==> src/rtl/seq_divider.sv <==
`default_nettype none
// ============================================================================
// Module      : seq_divider
// Description : Multi-cycle unsigned restoring divider. Produces one quotient
//               bit per clock, WIDTH clocks per division, under a
//               start/busy/done handshake. A zero divisor short-circuits to
//               quotient = all ones, remainder = dividend, div_by_zero = 1
//               on the first RUN edge.
//
// Ports       :
//   clk          in   1      rising-edge clock
//   rst          in   1      asynchronous active-high reset
//   start        in   1      division request, sampled only while idle
//   dividend     in   WIDTH  unsigned dividend, sampled on the accept edge
//   divisor      in   WIDTH  unsigned divisor, sampled on the accept edge
//   busy         out  1      division in progress
//   done         out  1      one-cycle pulse, results valid
//   quotient     out  WIDTH  quotient, held until the next completion
//   remainder    out  WIDTH  remainder, held until the next completion
//   div_by_zero  out  1      divisor was zero; cleared on the next accept
//
// Revision    : 1.0  initial release
// ============================================================================
module seq_divider #(
    parameter int WIDTH = 4
) (
    input  logic             clk,
    input  logic             rst,
    input  logic             start,
    input  logic [WIDTH-1:0] dividend,
    input  logic [WIDTH-1:0] divisor,
    output logic             busy,
    output logic             done,
    output logic [WIDTH-1:0] quotient,
    output logic [WIDTH-1:0] remainder,
    output logic             div_by_zero
);

    // Step counter runs 0..WIDTH-1; the step taken while it equals
    // WIDTH-1 is the final one.
    localparam int                 c_cnt_w     = $clog2(WIDTH);
    localparam logic [c_cnt_w-1:0] c_last_step = c_cnt_w'(WIDTH - 1);

    typedef enum logic [0:0] {
        S_IDLE = 1'b0,
        S_RUN  = 1'b1
    } state_t;

    state_t r_state;
    state_t w_state_next;

    // The dividend shift register doubles as the quotient register: each
    // step shifts one dividend bit out of the top and one quotient bit in
    // at the bottom, so after WIDTH steps it holds the full quotient.
    logic [WIDTH-1:0]   r_shift;
    logic [WIDTH-1:0]   r_divisor;
    logic [WIDTH-1:0]   r_partial;
    logic [c_cnt_w-1:0] r_count;

    logic [WIDTH:0]     w_trial;
    logic [WIDTH:0]     w_diff;
    logic               w_qbit;
    logic [WIDTH-1:0]   w_partial_next;
    logic [WIDTH-1:0]   w_shift_next;
    logic               w_div_zero;
    logic               w_last;
    logic               w_accept;
    logic               w_step;
    logic               w_finish;

    // ------------------------------------------------------------------
    // One restoring step.
    // The partial remainder is always below the divisor, so the trial
    // value is below 2*divisor. Hence the (WIDTH+1)-bit subtraction
    // borrows (top bit set) exactly when trial < divisor, and a
    // successful difference always fits back into WIDTH bits. The
    // partial register therefore only needs WIDTH bits of storage.
    // ------------------------------------------------------------------
    assign w_trial        = {r_partial, r_shift[WIDTH-1]};
    assign w_diff         = w_trial - {1'b0, r_divisor};
    assign w_qbit         = ~w_diff[WIDTH];
    assign w_partial_next = w_qbit ? w_diff[WIDTH-1:0] : w_trial[WIDTH-1:0];
    assign w_shift_next   = {r_shift[WIDTH-2:0], w_qbit};
    assign w_div_zero     = (r_divisor == '0);
    assign w_last         = (r_count == c_last_step);

    // ------------------------------------------------------------------
    // State register
    // ------------------------------------------------------------------
    always_ff @(posedge clk or posedge rst) begin
        if (rst) begin
            r_state <= S_IDLE;
        end else begin
            r_state <= w_state_next;
        end
    end

    // ------------------------------------------------------------------
    // Next-state and control decode
    // ------------------------------------------------------------------
    always_comb begin
        w_state_next = r_state;
        w_accept     = 1'b0;
        w_step       = 1'b0;
        w_finish     = 1'b0;
        busy         = 1'b0;

        case (r_state)
            S_IDLE: begin
                // A start on the same cycle that done is high is legal
                // here: the FSM has already returned to IDLE.
                if (start) begin
                    w_accept     = 1'b1;
                    w_state_next = S_RUN;
                end
            end

            S_RUN: begin
                // start is deliberately not examined: requests while
                // busy, including on the completion edge, are dropped.
                busy = 1'b1;
                if (w_div_zero) begin
                    w_finish     = 1'b1;
                    w_state_next = S_IDLE;
                end else begin
                    w_step = 1'b1;
                    if (w_last) begin
                        w_finish     = 1'b1;
                        w_state_next = S_IDLE;
                    end
                end
            end

            default: begin
                w_state_next = S_IDLE;
            end
        endcase
    end

    // ------------------------------------------------------------------
    // Datapath and result registers
    // ------------------------------------------------------------------
    always_ff @(posedge clk or posedge rst) begin
        if (rst) begin
            r_shift     <= '0;
            r_divisor   <= '0;
            r_partial   <= '0;
            r_count     <= '0;
            done        <= 1'b0;
            quotient    <= '0;
            remainder   <= '0;
            div_by_zero <= 1'b0;
        end else begin
            done <= w_finish;

            if (w_accept) begin
                r_shift     <= dividend;
                r_divisor   <= divisor;
                r_partial   <= '0;
                r_count     <= '0;
                div_by_zero <= 1'b0;
            end

            if (w_step) begin
                r_shift   <= w_shift_next;
                r_partial <= w_partial_next;
                r_count   <= r_count + c_cnt_w'(1);
            end

            if (w_finish) begin
                if (w_div_zero) begin
                    // r_shift has not been stepped yet, so it still
                    // holds the original dividend.
                    quotient    <= '1;
                    remainder   <= r_shift;
                    div_by_zero <= 1'b1;
                end else begin
                    quotient  <= w_shift_next;
                    remainder <= w_partial_next;
                end
            end
        end
    end

endmodule
`default_nettype wire

==> config.mk <==
export PLATFORM = sky130hd
export DESIGN_NAME = seq_divider
export DESIGN_NICKNAME = d
export VERILOG_FILES = /design/src/rtl/seq_divider.sv
export SDC_FILE = /design/constraint.sdc
export NUM_CORES = 1
export LEC_CHECK = 0
export CAP_MARGIN = 20
export CORE_MARGIN = 1.5
export CORE_UTILIZATION = 55
export DETAILED_ROUTE_END_ITERATION = 8
export GPL_ROUTABILITY_DRIVEN = 0
export PLACE_DENSITY = 0.84
export RECOVER_POWER = 25
export SLEW_MARGIN = 0
export SYNTH_ARGS = -nofsm -noshare
export SYNTH_HDL_FRONTEND = slang
export SYNTH_SLANG_ARGS = --single-unit
==> constraint.sdc <==
create_clock -name clk -period 3.9 [get_ports clk]
set_clock_uncertainty 0.1 [all_clocks]
set_input_delay 0.78 -clock clk [delete_from_list [all_inputs] [get_ports clk]]
set_output_delay 0.78 -clock clk [all_outputs]
set_load 0.01 [all_outputs]
-- After elaboration in Yosys (flattened, before gate mapping)
Cells that the tools add are included.
- register bits: 25
- input bits: 11
- output and inout bits: 11
- logic and storage cells: 39
- add/subtract/negate cells: 2
- equal/unequal tests: 1
- muxes and demuxes: 23
- bitwise operators: 2
- reductions and logical operators: 2
- operators by type and width (operator ; count):
    two-way mux 4 bit ; 7
    two-way mux 1 bit ; 13
    subtractor 5 x 4 -> 5 bit ; 1
    logical NOT 4 bit ; 1
    two-way mux 2 bit ; 2
    adder 2 x 1 -> 2 bit (second input constant) ; 1
    == test 2 bit (second input constant) ; 1
    NOT 1 bit ; 2
    one-hot mux 1 bit (2 select lines) ; 1
    nonzero test 2 bit ; 1

-- Depth between registers and ports, before layout
Gate-level depths: netlist of the first run.
- depth in word-level cells: 5
- mapped depth: 8
- depth with buffers taken out: 8

-- Worst setup path before layout of the first run
No wires, ideal clock.
- path kind: register to register
- start point: register r_shift[3]
- end point: register remainder[2]
- setup time: 125 ps
- arrival time: 2045 ps
- data required time: 3675 ps
- slack: 1630 ps
- cell stages (with the launch flop): 9
- cells stage by stage: dfrtp_1 inv_1 ha_1 fa_1 nand2b_1 a21oi_2 xnor2_2 mux2i_1 o21ai_1
- cells in the longest elaborated chain, start to end: 3
- RTL lines (element ; line ; RTL):
    from (decl) ; 55 ; logic [WIDTH-1:0] r_shift;
    from (signal assigned) ; 157 ; r_shift <= dividend;
    from (signal assigned) ; 165 ; r_shift <= w_shift_next;
    subtractor 5 x 4 -> 5 bit ; 80 ; assign w_diff = w_trial - {1'b0, r_divisor};
    two-way mux 4 bit ; 82 ; assign w_partial_next = w_qbit ? w_diff[WIDTH-1:0] : w_trial[WIDTH-1:0];
    two-way mux 4 bit ; 171 ; if (w_div_zero) begin
    to (signal assigned) ; 175 ; remainder <= r_shift;
    to (signal assigned) ; 179 ; remainder <= w_partial_next;
    to (decl) ; 35 ; output logic [WIDTH-1:0] remainder,
Every way passes these cells.
A chain may end at the register's enable or synchronous reset.

-- Worst setup path after layout of the first run
- start point: register r_shift[3]
- end point: register r_partial[3]
- cells in the longest elaborated chain, start to end: 3
- RTL lines (element ; line ; RTL):
    subtractor 5 x 4 -> 5 bit ; 80 ;
    two-way mux 4 bit ; 82 ;
    two-way mux 4 bit ; 164 ; if (w_step) begin
    to (signal assigned) ; 166 ; r_partial <= w_partial_next;
    to (decl) ; 57 ; logic [WIDTH-1:0] r_partial;
Every way passes these cells.

==> results of run 1 <==
area by class of cell:
class / instances / area [um^2] / area share, %
clock inverters: 1 / 7.507 / 0.4843
well taps: 28 / 35.03 / 2.260
repair buffers: 22 / 214.0 / 13.80
flip-flops and latches: 25 / 625.6 / 40.36
multi-input cells: 99 / 615.6 / 39.71
inverters: 8 / 30.03 / 1.937
clock buffers: 3 / 22.52 / 1.453
report_power, final:
| group | internal, uW | switching [uW] | leakage (uW) |
|---|---|---|---|
| Combinational | 401 | 522 | 0.000371 |
| Clock | 39.3 | 85.2 | 0.0000139 |
| Sequential | 388 | 121 | 0.000305 |
| Total | 828 | 728 | 0.000690 |
cells by family (layout without fill, tap and decap cells):
kind of cell | after synthesis | count (layout)
fa+ha+maj | 6 | 6
compound gates | 36 | 36
xor+xnor | 3 | 3
mux | 2 | 2
flops | 25 | 25
buf+inv | 14 | 34
simple gates | 52 | 52
sequential cells by signal, summed over array words and instances, names as in the netlist:
name	cells
quotient	4
r_shift	4
div_by_zero	1
r_state	1
r_count	2
r_divisor	4
r_partial	4
remainder	4
done	1
routing by layer:
layer | up-vias | track usage [%]
met2 | 45 | 44.44
met5 | - | 0
met3 | 4 | 3.161
met4 | 0 | 5.702
li1 | 526 | -
met1 | 521 | 32.95
worst reg2reg max path: stages (launching register included):
cell,delay [ps]
sky130_fd_sc_hd__dfrtp_1,460
sky130_fd_sc_hd__inv_1,100
sky130_fd_sc_hd__ha_1,240
sky130_fd_sc_hd__fa_1,410
sky130_fd_sc_hd__nand2b_1,170
sky130_fd_sc_hd__a21oi_2,350
sky130_fd_sc_hd__xnor2_2,260
sky130_fd_sc_hd__mux2i_1,320
sky130_fd_sc_hd__o21ai_0,110
how the worst min path moves through the flow:
| stage | startpoint | end | slack (ps) |
|---|---|---|---|
| after floorplan | r_count[0]$_DFFE_PP0P_ | r_count[0]$_DFFE_PP0P_ | 350 |
| after global placement | quotient[2]$_DFFE_PP0P_ | quotient[2]$_DFFE_PP0P_ | 350 |
| after detailed placement | quotient[3]$_DFFE_PP0P_ | quotient[3]$_DFFE_PP0P_ | 360 |
| after CTS | quotient[3]$_DFFE_PP0P_ | quotient[3]$_DFFE_PP0P_ | 390 |
| after global routing | quotient[3]$_DFFE_PP0P_ | quotient[3]$_DFFE_PP0P_ | 430 |
| final | quotient[3]$_DFFE_PP0P_ | quotient[3]$_DFFE_PP0P_ | 390 |
through the flow:
| stage | instances | util, % |
|---|---|---|
| global route | 186 | 69.41 |
| floorplan | 138 | - |
| finish | 186 | 69.41 |
| CTS | 186 | 69.58 |
| global placement | 182 | 68.24 |
| detailed placement | 182 | 68.24 |
synth_stat cells (all sizes together), types with 2 or more instances:
cell type	number
dfrtp	25
nand2	27
mux2i	2
xnor2	2
a22oi	3
buf	3
inv	8
nor2	6
o21ai	19
nand2b	2
a31oi	3
nand3	7
a21oi	4
nor3	2
clkbuf	3
and3	3
o311ai	2
ha	5
==> results.md, run 1 <==
- The run finished with clean final reports.
- The tool flagged a number of max-cap violations equal to 0.
- In this run, CTS created clock tree buffers numbering 3.
- The dominant combinational cell family by area after synthesis is simple AND/OR/NAND/NOR gates.
- The required time of the worst setup path is 4020 ps.
- For this configuration, the core starts out at a cell density of 58.38%.
- The relative max-transition margin is 36.54%.
- Timing analysis after detailed placement gives a worst setup slack of 1330 ps.
- The routed design has 2894 um of wire.
- The HPWL after detailed placement is 2134 um.
- Detailed routing placed a total of 1448 um of wire on met2.
- The post-synthesis instance area is about 0.0013 mm^2.
- The final critical delay including setup and external delays is 2612 ps.
- The setup-violating endpoint count in the final report is 0.
- The mean cell area of the mapped netlist is 9.447 um^2.
- The worst setup path is captured at a flop.
- The critical path buffer and inverter count is 1.
- In the final routing, the length of wire on met1 measures 1256 um.
- The number of hold violations in the final report was 0.
- The floorplan step set the die width to approximately 52 um.
- After detailed routing, the number of remaining DRC violations is 0.
- The worst hold path was traced through 2 stages.
- The top cell family by delay on the critical path is adder cells.
- The vertical die dimension is roughly 52 um.
- Counting flops with a built-in enable in the synthesized netlist gives 0.
- Counting flops with an async set or reset pin after synthesis yields a share of between 90% and 100%.
- The number of antenna violations at the first check in global routing is 0.
- The worst register-to-register path begins at r_shift[3]$_DFFE_PP0P_.
- The commonest non-fill, non-tap cell in the layout is sky130_fd_sc_hd__nand2_1.
- The total routing resource utilization after global routing is 25.15%.
- The fmax is 382.9 MHz.
- The synthesized netlist devotes 17.85% of its cell area to compound gates.
- By startpoint and endpoint, the worst setup path is classified as flop to flop.
- The number of nets in the finished design is between 150 and 200.
- The via count of the first global-routing pass is ~1100.
- The post-cts hold buffer count is 0.
- In this run, distinct cell masters in the synthesized netlist total 37.
- The pin count of the biggest net entering global routing is 26.
- The kind of launch point of the worst setup path is a flop.
- The post-synthesis share of cell area spent on and, or, nand and nor gates is about a fifth.
- The worst-case register-to-register setup slack is ~1300 ps.
- The die covers about 0.0027 mm^2.
- The fill cell instance count of the final layout is 186.
- The post-route worst hold slack is 385.4 ps.
- The share of synthesized area in the top cell type comes to around 48%.
- The last element of the critical path is r_partial[3]$_DFFE_PP0P_.
- The design area is approximately 0.0016 mm^2.
- The source-to-sink clock delay at the later pin of the worst-skew pair is 330 ps.
- The destination of the worst register-to-register timing path is r_partial[3]$_DFFE_PP0P_.
- Clock-pin slew was measured on the worst setup and hold paths at 150 ps.
- Once detail routing completed, the nets flagged for antenna violations numbered 0.
- Setup repair after global routing left no endpoint under its margin.
- The clock sink total is 25.
- The detailed-routing iteration count for the pre-antenna-repair pass is 4.
- Setup slack closes at 1288 ps.
- The highest ir drop seen on vdd is 615.0 uV.
- The final-report max-slew violation count is 0.
- The number of cells on the critical path is 8.
- Counting along the longest clock path gives a buffer depth of 2.
- Compared with the post-synthesis result, the final layout area differs by 18.91%.
- The count of mapped cells out of synthesis is 138.
- The slowest stage of the critical path belongs to the cell sky130_fd_sc_hd__dfrtp_1.
- The signal on the critical path passes through inv_1 > ha_1 > fa_1 > nand2b_1 > a21oi_2 > xnor2_2 > mux2i_1 > o21ai_0.
- After detailed routing, the number of vias per cell comes to 5.892.
- The largest area contributor in the netlist is sky130_fd_sc_hd__dfrtp_1.
- The total power density per cell area is ~1000 mW/mm^2.
- After floorplanning, the core was divided into 17 placement rows.
- The global route total overflow is 0.
- The number of H-tree levels is 1.
- The share of synthesized cell area in full adder, half adder and majority cells is 6.334%.
- Tracing the worst setup path back leads to its startpoint at r_shift[3]$_DFFE_PP0P_.
- Of the available clock period, the critical path in the final layout requires 66.97%.
- The top flip-flop cell by instance count after synthesis is sky130_fd_sc_hd__dfrtp_1.
- The power after layout is ~1600 uW.
- TritonCTS built the clock tree.
- After synthesis the netlist holds a flip-flop and latch count of 25.
- The type of the most critical hold path is flop to flop.
- The total area inside the core boundary comes to 0.002233 mm^2.
- The sequential-to-total area share from yosys stat is 47.98%.
- Setup total negative slack on the finished layout was measured at 0 ps.
- The topmost layer with routed signal wires is met4.
- After Yosys synthesis, XOR and XNOR cells account for 2.591% of the synthesized area.
- The diode insertion count for antenna repair is 0.
- The top cell types in the final layout, fill and taps aside, are sky130_fd_sc_hd__nand2_1 (27), sky130_fd_sc_hd__dfrtp_1 (25), sky130_fd_sc_hd__clkdlybuf4s50_1 (20), sky130_fd_sc_hd__o21ai_0 (11), sky130_fd_sc_hd__inv_1 (8).
- The detailed-route via count is roughly 1100.
- Measured in cells, the most critical reg-to-reg path has a length of 8.
- Multiplexer cells account for 1.536% of the synthesized area.
- The fraction of final layout cells with drive strength greater than 1 is 6.962%.
- At the pin with the least slew margin, the transition time is 950.8 ps.
- In the final routed layout, each cell accounts on average for 15.56 um.
- The Yosys warning count is 0.
- The DRC marker count from the first detailed-route iteration is 18.
- In this run, post-CTS repair resized a total of 0 instances.
- The number of top-level design ports is 22.
- On the worst path, the slowest cell contributes a delay of about 460 ps.
- Yosys attributes the largest share of cell area to sky130_fd_sc_hd__dfrtp_1 (48%), sky130_fd_sc_hd__nand2_1 (7.8%), sky130_fd_sc_hd__ha_1 (4.8%).
- After clock tree synthesis, the setup repair step added 0 buffers.
- The maximum fanout along the worst path is 8.
- The leakage power is 0.0006898 uW.
- The placed instances occupy a cell area of 0.001524 mm^2.
- The routed length on met3 is 163 um.
- The count of buffers inserted at the top-level ports is 21.
- When the netlist entered floorplanning its net count stood at 155.
- The first global-routing pass estimated 4961 um of wire.
- Clock tree synthesis selected as its root buffer the cell sky130_fd_sc_hd__clkbuf_4.
- The worst path arrival time is 2730 ps.
Note: power is estimated with default switching activity, not from simulation.
==> run 2, diff against run 1 <==
- CORE_UTILIZATION: 55 -> 47
- PLACE_DENSITY: 0.84 -> 0.77
- clock period: 3.9 -> 2.4 ns (I/O delays scaled with it)
==> run 2 against run 1 <==
  * Sequential power grew 61%
  * Worst hold slack lost 4.2 ps
  * Largest cell class unchanged
  * Count of clock-buffer cells in the layout is the same
  * Cell area grew 2.4%
==> results.md, run 2 (synthesis gave the netlist of run 1 again) <==
- The worst pin sits at a relative slew slack of 11.27%.
- In the layout the commonest cells are sky130_fd_sc_hd__nand2_1 (27), sky130_fd_sc_hd__dfrtp_1 (25), sky130_fd_sc_hd__clkdlybuf4s50_1 (20), sky130_fd_sc_hd__o21ai_0 (11), sky130_fd_sc_hd__inv_1 (8).
- The power after layout is between 2000 and 3000 uW.
- The final cycle utilization of the critical path is between 90% and 100%.
- The region available for standard cell placement spans 0.002545 mm^2.
- Hold timing on the final database bottoms out at a slack of 381.2 ps.
- The via count of the first global-routing pass is 1036.
- The count of buffers inserted at the top-level ports is 21.
- The minimum setup slack after placement is between 70 and 80 ps.
- The detail route stage leaves a number of antenna-violating nets equal to 0.
- Data arrives at the worst endpoint at 2430 ps.
- The floorplan has 18 rows.
- The actual slew at the worst max-slew pin is 1331 ps.
- In this run the number of H-tree levels came out at 1.
- On the worst path, the slowest cell contributes a delay of 400 ps.
- The commonest non-fill, non-tap cell in the layout is sky130_fd_sc_hd__nand2_1.
- CTS saw 25 sinks.
- The slowest stage of the critical path belongs to the cell sky130_fd_sc_hd__dfrtp_1.
- In the post-route analysis, the smallest setup slack over all paths is 82.25 ps.
- TritonCTS created 3 clock buffers.
- The run finished with clean final reports.
- For this run, design rule violations remaining after detail routing come to 0.
- The utilization after layout is 62.39%.
- For this run, the top clock speed supported by timing is 431.5 MHz.
- For this block, the routed nets add up to 2683 um of wire.
- The diode insertion count for antenna repair is 0.
- The pin count of the biggest net entering global routing is 26.
- In the final layout, the share of cells above drive strength 1 is 9.816%.
- The detailed-route wire length per cell is about 14 um.
- The total routing resource utilization after global routing is 18.33%.
- The cell at the root of the clock tree is sky130_fd_sc_hd__clkbuf_4.
- The source-to-sink clock delay at the later pin of the worst-skew pair is between 300 and 400 ps.
- STA classifies the critical path endpoint as a flop.
- The clock transition time at the flip-flop clock pins of the worst setup and hold paths is 130 ps.
- Setup violations remaining at the end of the flow were counted as 0.
- The detailed-route via count is 1085.
- In this run the worst path has a maximum fanout of 8.
- The number of antenna violations at the first check in global routing is 0.
- The number of hold violations in the final report came to 0.
- During I/O placement, the number of pins put on the boundary was 22.
- The first detailed-routing pass ran for 4 iterations.
- Counting along the longest clock path gives a buffer depth of 2.
- The total overflow left after global routing is 0.
- The DRC marker count from the first detailed-route iteration is 38.
- The final-report max-slew violation count was 0.
- The worst path in the final design needs a cycle of 2318 ps, including I/O delays and setup.
- Relative to the synthesized area, the layout overhead comes to 21.78%.
- The analysis attributes to cell leakage a power of 0.0007187 uW.
- The starting density of the core is roughly half.
- The total power density per cell area is 1607 mW/mm^2.
- The floorplan step set the die width to 55.67 um.
- The global-route wire length before repair is 4581 um.
- The worst setup path is of the flop to flop kind.
- The HPWL after detailed placement is 2005 um.
- The highest ir drop seen on vdd is a little over 800 uV.
- The critical path goes through inv_1 > ha_1 > fa_1 > nand2b_1 > a21oi_2 > xnor2_2 > mux2i_1 > o21ai_0.
- The TritonCTS clock tree is yes.
- The die covers a little over 0.003 mm^2.
- The number of maximum-capacitance violations is 0.
- The number of nets in the finished design is approximately 180.
- In this run the vertical extent of the chip is 55.67 um.
- In the routed layout, each cell is associated on average with a via count of 5.622.
- STA classifies the critical path startpoint as a flop.
- The required time of the worst setup path is 2510 ps.
- The type of the most critical hold path is flop to flop.
==> run 2: cell types whose count changed in the layout (fill, tap and decap cells not counted), sizes merged <==
cell	delta
buf	+5
clkinv	+1
clkinvlp	-1
==> run 2: per-stage QoR <==
stage	instances	setup TNS, ps	instance area [um^2]
detailed placement	187	0	1549
global placement	187	0	1549
global route	193	-65.10	1588
floorplan	138	0	1304
CTS	191	0	1577
finish	193	0	1588
==> run 2: worst paths after layout <==
| kind | from | end | slack [ps] | cells after the start |
|---|---|---|---|---|
| worst max-delay path | r_shift[3]$_DFFE_PP0P_ | r_partial[3]$_DFFE_PP0P_ | 80 | 8 |
| worst min-delay path | quotient[3]$_DFFE_PP0P_ | quotient[3]$_DFFE_PP0P_ | 380 | 2 |
| worst max register to register | r_shift[3]$_DFFE_PP0P_ | r_partial[3]$_DFFE_PP0P_ | 80 | 8 |
| worst min register to register | quotient[3]$_DFFE_PP0P_ | quotient[3]$_DFFE_PP0P_ | 380 | 2 |
| max in group asynchronous | rst | r_divisor[2]$_DFFE_PP0P_ | 520 | 3 |
| min in group asynchronous | rst | r_divisor[3]$_DFFE_PP0P_ | 910 | 3 |
==> run 2: report_power, final <==
part	total, uW	switching, uW	internal, uW
Clock	194	131	62.7
Sequential	817	187	630
Combinational	1540	836	704
Total	2550	1150	1400
==> run 2: cell type report <==
cell class / count / area (um^2)
fill: 230 / 957.2
clock inverter: 1 / 5.005
tap: 30 / 37.54
timing repair buffer: 27 / 251.5
sequential: 25 / 625.6
multi-input combinational: 99 / 615.6
inverter: 8 / 30.03
clock buffer: 3 / 22.52
==> run 2: layer usage <==
metal / share of wire (%) / up-vias / global-route usage (%)
met2: 46 / 38 / 30.44
met1: 46 / 506 / 24.55
li1: - / 537 / -
met3: 6.1 / 4 / 3.256
met5: 0 / - / 0
met4: 2.0 / 0 / 5.226
==> run 2: critical path, delay by kind of cell, from the launching register on <==
kind | cells | cell delay [ps]
adders and majority gates | 2 | 630
DFF | 1 | 400
AOI/OAI and AO/OA | 2 | 310
muxes | 1 | 270
xor gates and xnor gates | 1 | 240
and+or+nand+nor | 1 | 180
buffers and inverters | 1 | 70
==> run 2: timing repair <==
item                                    in CTS  in global routing
hold buffers                                 0                  0
gates resized for setup                      0                  0
endpoints found under the setup margin       0                  5
setup buffers                                0                  2
